**src/rtl/midi_note_source_if.sv**
```systemverilog
// MIDI byte stream in, voice note state out.
interface midi_note_source_if;
  logic       midi_valid;
  logic [7:0] midi_byte;
  logic       note_on;
  logic       note_repeat;
  logic [6:0] note_start;
  logic [6:0] velocity;

  modport master (
    output midi_valid, midi_byte,
    input  note_on, note_repeat, note_start, velocity
  );
  modport slave (
    input  midi_valid, midi_byte,
    output note_on, note_repeat, note_start, velocity
  );
endinterface

```
**src/rtl/midi_note_source.sv**
```systemverilog
// Single MIDI voice: running-status parser feeding a 4-deep last-note-priority stack.
module midi_note_source (
  input  logic               clk,
  input  logic               reset,
  input  logic               en,
  input  logic [3:0]         channel,
  midi_note_source_if.slave  bus
);
  typedef enum logic [1:0] {NO_STATUS, WAIT_D1, WAIT_D2} pstate_t;

  pstate_t          state, state_nx;
  logic [7:0]       status, status_nx;
  logic [6:0]       d1, d1_nx;
  logic             msg_done;
  logic [7:0]       b;

  logic [3:0][6:0]  stk, rem, base, push;
  logic [2:0]       cnt;
  logic [1:0]       idx;
  logic             found;
  logic             hit, is_on, is_off, is_ano;
  logic             note_repeat_q;
  logic [6:0]       note_start_q, velocity_q;

  assign b = bus.midi_byte;

  always_ff @(posedge clk or posedge reset) begin
    if (reset) begin
      state  <= NO_STATUS;
      status <= '0;
      d1     <= '0;
    end else begin
      state  <= state_nx;
      status <= status_nx;
      d1     <= d1_nx;
    end
  end

  always_comb begin
    state_nx  = state;
    status_nx = status;
    d1_nx     = d1;
    msg_done  = 1'b0;
    if (en && bus.midi_valid) begin
      if (b[7]) begin
        if (b[7:3] == 5'b11111) begin
          // realtime: transparent to the parser
        end else if (b[7:4] == 4'hF) begin
          state_nx = NO_STATUS;
        end else begin
          status_nx = b;
          state_nx  = WAIT_D1;
        end
      end else begin
        case (state)
          WAIT_D1: begin
            if (status[7:5] == 3'b110) msg_done = 1'b1;
            else begin
              d1_nx    = b[6:0];
              state_nx = WAIT_D2;
            end
          end
          WAIT_D2: begin
            msg_done = 1'b1;
            state_nx = WAIT_D1;
          end
          default: ;
        endcase
      end
    end
  end

  assign hit    = msg_done && (status[3:0] == channel);
  assign is_on  = hit && (status[7:4] == 4'h9) && (b[6:0] != 7'd0);
  assign is_off = hit && ((status[7:4] == 4'h8) ||
                          ((status[7:4] == 4'h9) && (b[6:0] == 7'd0)));
  assign is_ano = hit && (status[7:4] == 4'hB) && (d1 == 7'h7B);

  always_comb begin
    found = 1'b0;
    idx   = 2'd0;
    for (int i = 0; i < 4; i++) begin
      if (!found && (i < int'(cnt)) && (stk[i] == d1)) begin
        found = 1'b1;
        idx   = 2'(i);
      end
    end
    // rem: stack with entry idx squeezed out, everything below moves up
    rem[0] = (idx == 2'd0) ? stk[1] : stk[0];
    rem[1] = (idx <= 2'd1) ? stk[2] : stk[1];
    rem[2] = (idx <= 2'd2) ? stk[3] : stk[2];
    rem[3] = stk[3];
    base   = found ? rem : stk;
    push   = {base[2:0], d1};
  end

  always_ff @(posedge clk or posedge reset) begin
    if (reset) begin
      stk           <= '0;
      cnt           <= '0;
      note_repeat_q <= 1'b0;
      note_start_q  <= '0;
      velocity_q    <= '0;
    end else if (en) begin
      note_repeat_q <= 1'b0;
      if (is_on) begin
        velocity_q   <= b[6:0];
        note_start_q <= d1;
        if (found && idx == 2'd0) note_repeat_q <= 1'b1;
        else begin
          stk <= push;
          if (!found && cnt != 3'd4) cnt <= cnt + 3'd1;
        end
      end else if (is_off && found) begin
        stk <= rem;
        cnt <= cnt - 3'd1;
        if (cnt > 3'd1) note_start_q <= rem[0];
      end else if (is_ano) begin
        cnt <= '0;
      end
    end
  end

  assign bus.note_on     = (cnt != 3'd0);
  assign bus.note_repeat = note_repeat_q;
  assign bus.note_start  = note_start_q;
  assign bus.velocity    = velocity_q;
endmodule

```
**src/flat_wrapper.sv**
```systemverilog
// flat-port wrapper written by rule: the top's interface ports become plain ports
module midi_note_source_flat 
  (clk, reset, en, channel, bus_midi_valid, bus_midi_byte, bus_note_on, bus_note_repeat, bus_note_start, bus_velocity);
  midi_note_source_if bus_i ();
  input  logic clk;
  input  logic reset;
  input  logic en;
  input  logic [3:0] channel;
  input wire logic [$bits(bus_i.midi_valid)-1:0] bus_midi_valid;
  input wire logic [$bits(bus_i.midi_byte)-1:0] bus_midi_byte;
  output wire logic [$bits(bus_i.note_on)-1:0] bus_note_on;
  output wire logic [$bits(bus_i.note_repeat)-1:0] bus_note_repeat;
  output wire logic [$bits(bus_i.note_start)-1:0] bus_note_start;
  output wire logic [$bits(bus_i.velocity)-1:0] bus_velocity;
  assign bus_i.midi_valid = bus_midi_valid;
  assign bus_i.midi_byte = bus_midi_byte;
  assign bus_note_on = bus_i.note_on;
  assign bus_note_repeat = bus_i.note_repeat;
  assign bus_note_start = bus_i.note_start;
  assign bus_velocity = bus_i.velocity;
  midi_note_source u_core (.clk(clk), .reset(reset), .en(en), .channel(channel), .bus(bus_i));
endmodule
```
**config.mk**
```make
export PLATFORM = sky130hd
export DESIGN_NAME = midi_note_source_flat
export DESIGN_NICKNAME = d
export VERILOG_FILES = /design/src/rtl/midi_note_source_if.sv /design/src/rtl/midi_note_source.sv /design/src/flat_wrapper.sv
export SDC_FILE = /design/constraint.sdc
export NUM_CORES = 1
export LEC_CHECK = 0
export ABC_AREA = 1
export BUFFER_PORTS_ARGS = -buffer_cell sky130_fd_sc_hd__buf_2
export CORE_ASPECT_RATIO = 0.6
export CORE_UTILIZATION = 55
export CTS_CLUSTER_DIAMETER = 150
export CTS_CLUSTER_SIZE = 14
export DETAILED_ROUTE_END_ITERATION = 10
export GPL_TIMING_DRIVEN = 0
export MAX_ROUTING_LAYER = met4
export PLACE_DENSITY = 0.74
export SLEW_MARGIN = 40
export SYNTH_ARGS = -nofsm -noshare
export SYNTH_HDL_FRONTEND = slang
export SYNTH_SLANG_ARGS = --single-unit
```
**constraint.sdc**
```tcl
create_clock -name clk -period 6 [get_ports clk]
set_input_delay 1.2 -clock clk [delete_from_list [all_inputs] [get_ports clk]]
set_output_delay 1.2 -clock clk [all_outputs]
set_load 0.02 [all_outputs]
```
==> out/results.ini <==
[run_status]
outcome=completed

[clocking]
htree_levels=3
cts-resized-gates=0
cts_sinks=63
clockBufferDepth=2
cts_tree=done
holdBufCountCts=0
cts_buffers=9
path_clk_slew_ns=0.05
root_buffer=clkbuf_16
post_cts_buffers=0
clkLatencyLatePin_ns=0.34

[critical_path]
cp_num_cells=12
crit_arrival_ns=3.12
cp_slowest_stage_delay_ns=0.50
crit_required_ns=6.24
cp.buffers_inverters=4
crit_path_max_fanout=10
crit_path_start_kind=input port
end_kind=register
crit_chain=buf_2, inv_1, nand3_1, nor2_1, nor2_1, nand2_1, clkbuf_1, inv_1, o211ai_1, nand2_1, nand2_1, nand2_1
cp_common_cell=nand2_1
slowest_stage=clkbuf_1
critPathTopFamily=buffers and inverters
r2r_cells=14
crit_type=input port to register

[synthesis]
synth.area.mux_share_pct=0.469
syn_avg_cell_area_sq_um=6.57
synth_xor_area_share_pct=2.67
synth_top_family_by_area=simple AND/OR/NAND/NOR gates
ys_seq_area_share_pct=36.9
ys_ff_latch=63
synth_edf_count=0
async_flop_share_pct=100
syn-num-nets=672
synth_fa_ha_area_share_pct=1.76
synthDistinctLibCells=37
ys.flop_type=dfrtp_1
synth_compound_area_share_pct=7.29
synthSimpleGateAreaFrac_pct=40.1
syn_inst=650
yosysWarnings=0
syn_area_sq_um=4270

[power_and_ir_drop]
irDropWorstVdd_v=0.000201
power_uw=1530
pwr_density_cell_nw_per_um2=313
leakage_uw=0.00273

[route]
drt-initial-drc-count=504
drtPass1Iterations=5
wl_microns=12400
ant_nets=0
wire_per_inst_microns=15.4
drc_errors=0
dr_total_vias=4425
routed_via_density=5.52

[final_layout]
final_cell_mix=nand2_1 (268), inv_1 (81), dfrtp_1 (63)
diodes=0
fin_nets=715
final_common_cell=nand2_1
area_delta_synth_final_pct=14.5
final_layout_size_suffix_gt1_share_pct=12.3

[floorplanning]
die_width_microns=116
initial_core_util_pct=57.8
pin_count=32
core_sq_um=7390
rows=24
fp.dieArea_sq_um=8130
die_h_microns=70.3

[global_routing]
grt_usage_pct=34.1
grt_pass1_vias=3887
grt_pass1_wl_microns=20100
grt-ovfl-total=0
antenna_found_initial=0
grt_max_degree=38

[timing]
maxSlewHeadroom_pct=57.0
finalSetupTns_ns=0
worstMarginPinSlew_ns=0.645
worst_clock_skew_ns=0.00750
max_freq_ghz=0.346
finalSetupViolations=0
slew_violations=0
grt_setup_unrepaired=false
fin_crit_ns=2.89
hold_violations=0
final.period_utilization_pct=48.1

[place]
port_buffers=31
post-dp-hpwl_microns=9510
gp_congestion=1.00

[hold_path]
holdPathStages=2
hold_path.class=register to register

[run]
drv_cap=0

[power by group]
group	internal, uW	switching, uW
Sequential	469	43.1
Clock	362	196
Combinational	153	307
[path summary, 6_finish.rpt]
kind | start | slack, ns | to
min in group asynchronous | reset | 0.83 | u_core.bus.velocity[6]
min reg2reg | u_core.bus.note_start[3] | 0.47 | u_core.bus.note_start[3]
max reg2reg | u_core.state[0] | 3.48 | u_core.stk[10]
max in group asynchronous | reset | 4.65 | u_core.cnt[1]
min | u_core.bus.note_start[3] | 0.47 | u_core.bus.note_start[3]
max | bus_midi_byte[3] | 3.11 | u_core.stk[15]
[worst register-to-register path, stage by stage, from the launching register on]
cell and delay [ns]:
dfrtp_1 0.35, inv_1 0.06, ha_1 0.33, nor2_1 0.11, nand2_1 0.06, nor3_1 0.19, nand3_1 0.09, nor2_1 0.14
nand2_1 0.08, clkbuf_1 0.31, nor2_1 0.40, nand2_1 0.09, nand2_1 0.13, nand2_1 0.07, nand2_1 0.06
[through the flow]
stage	util, %	worst slack, ns	hold WS (ns)	instance area (sq um)	cells
final	66.2	3.11	0.472	4890	801
after CTS	66.2	3.20	0.475	4890	801
after global placement	61.7	2.42	0.458	4560	785
after global routing	66.2	2.98	0.495	4890	801
after floorplan	-	3.23	0.449	4270	650
after detailed placement	62.0	2.84	0.460	4580	786
[per-layer routing]
layer	wire length [microns]	global-route usage, %	up-vias
li1	-	-	2100
met1	5940	52.6	2078
met2	4880	43.7	227
met3	1370	8.68	20
met4	173	8.12	0
met5	0	-	-
[synth_stat cells (6+ instances only)]
library cell	instances	area, sq um
dfrtp_1	63	1580
xnor2_1	7	61.3
o211ai_1	7	52.6
o21ai_0	37	185
xor2_1	6	52.6
nand4_1	7	43.8
ha_1	6	75.1
nand2_1	268	1010
nand3_1	62	310
inv_1	82	308
nor2_1	43	161
inv_2	7	26.3
[flip-flops by register name, summed over array words and instances, names as in the netlist, 2 cells and up]
register	cells
u_core.bus.note_start	7
u_core.bus.velocity	7
u_core.cnt	3
u_core.d1	7
u_core.rem	7
u_core.state	2
u_core.status	8
u_core.stk	21
[logic make-up (layout without fill, tap and decap cells)]
| group | Yosys count | after routing |
|---|---|---|
| adder cells (fa/ha/maj) | 6 | 6 |
| multiplexers | 2 | 2 |
| AO/OA/AOI/OAI | 53 | 53 |
| XOR/XNOR | 13 | 13 |
| buffers and inverters | 110 | 157 |
| AND/OR/NAND/NOR | 403 | 403 |
| flip-flops | 63 | 63 |
[final cells by class]
type                            count  area, sq um
Buffer                             18          111
Clock buffer                       10          229
Clock inverter                      5         83.8
Fill cell                         673         2490
Inverter                           92          353
Multi-Input combinational cell    477         2230
Sequential cell                    63         1580
Tap cell                          104          130
Timing Repair Buffer               32          175
(Power assumes the default switching activity.)
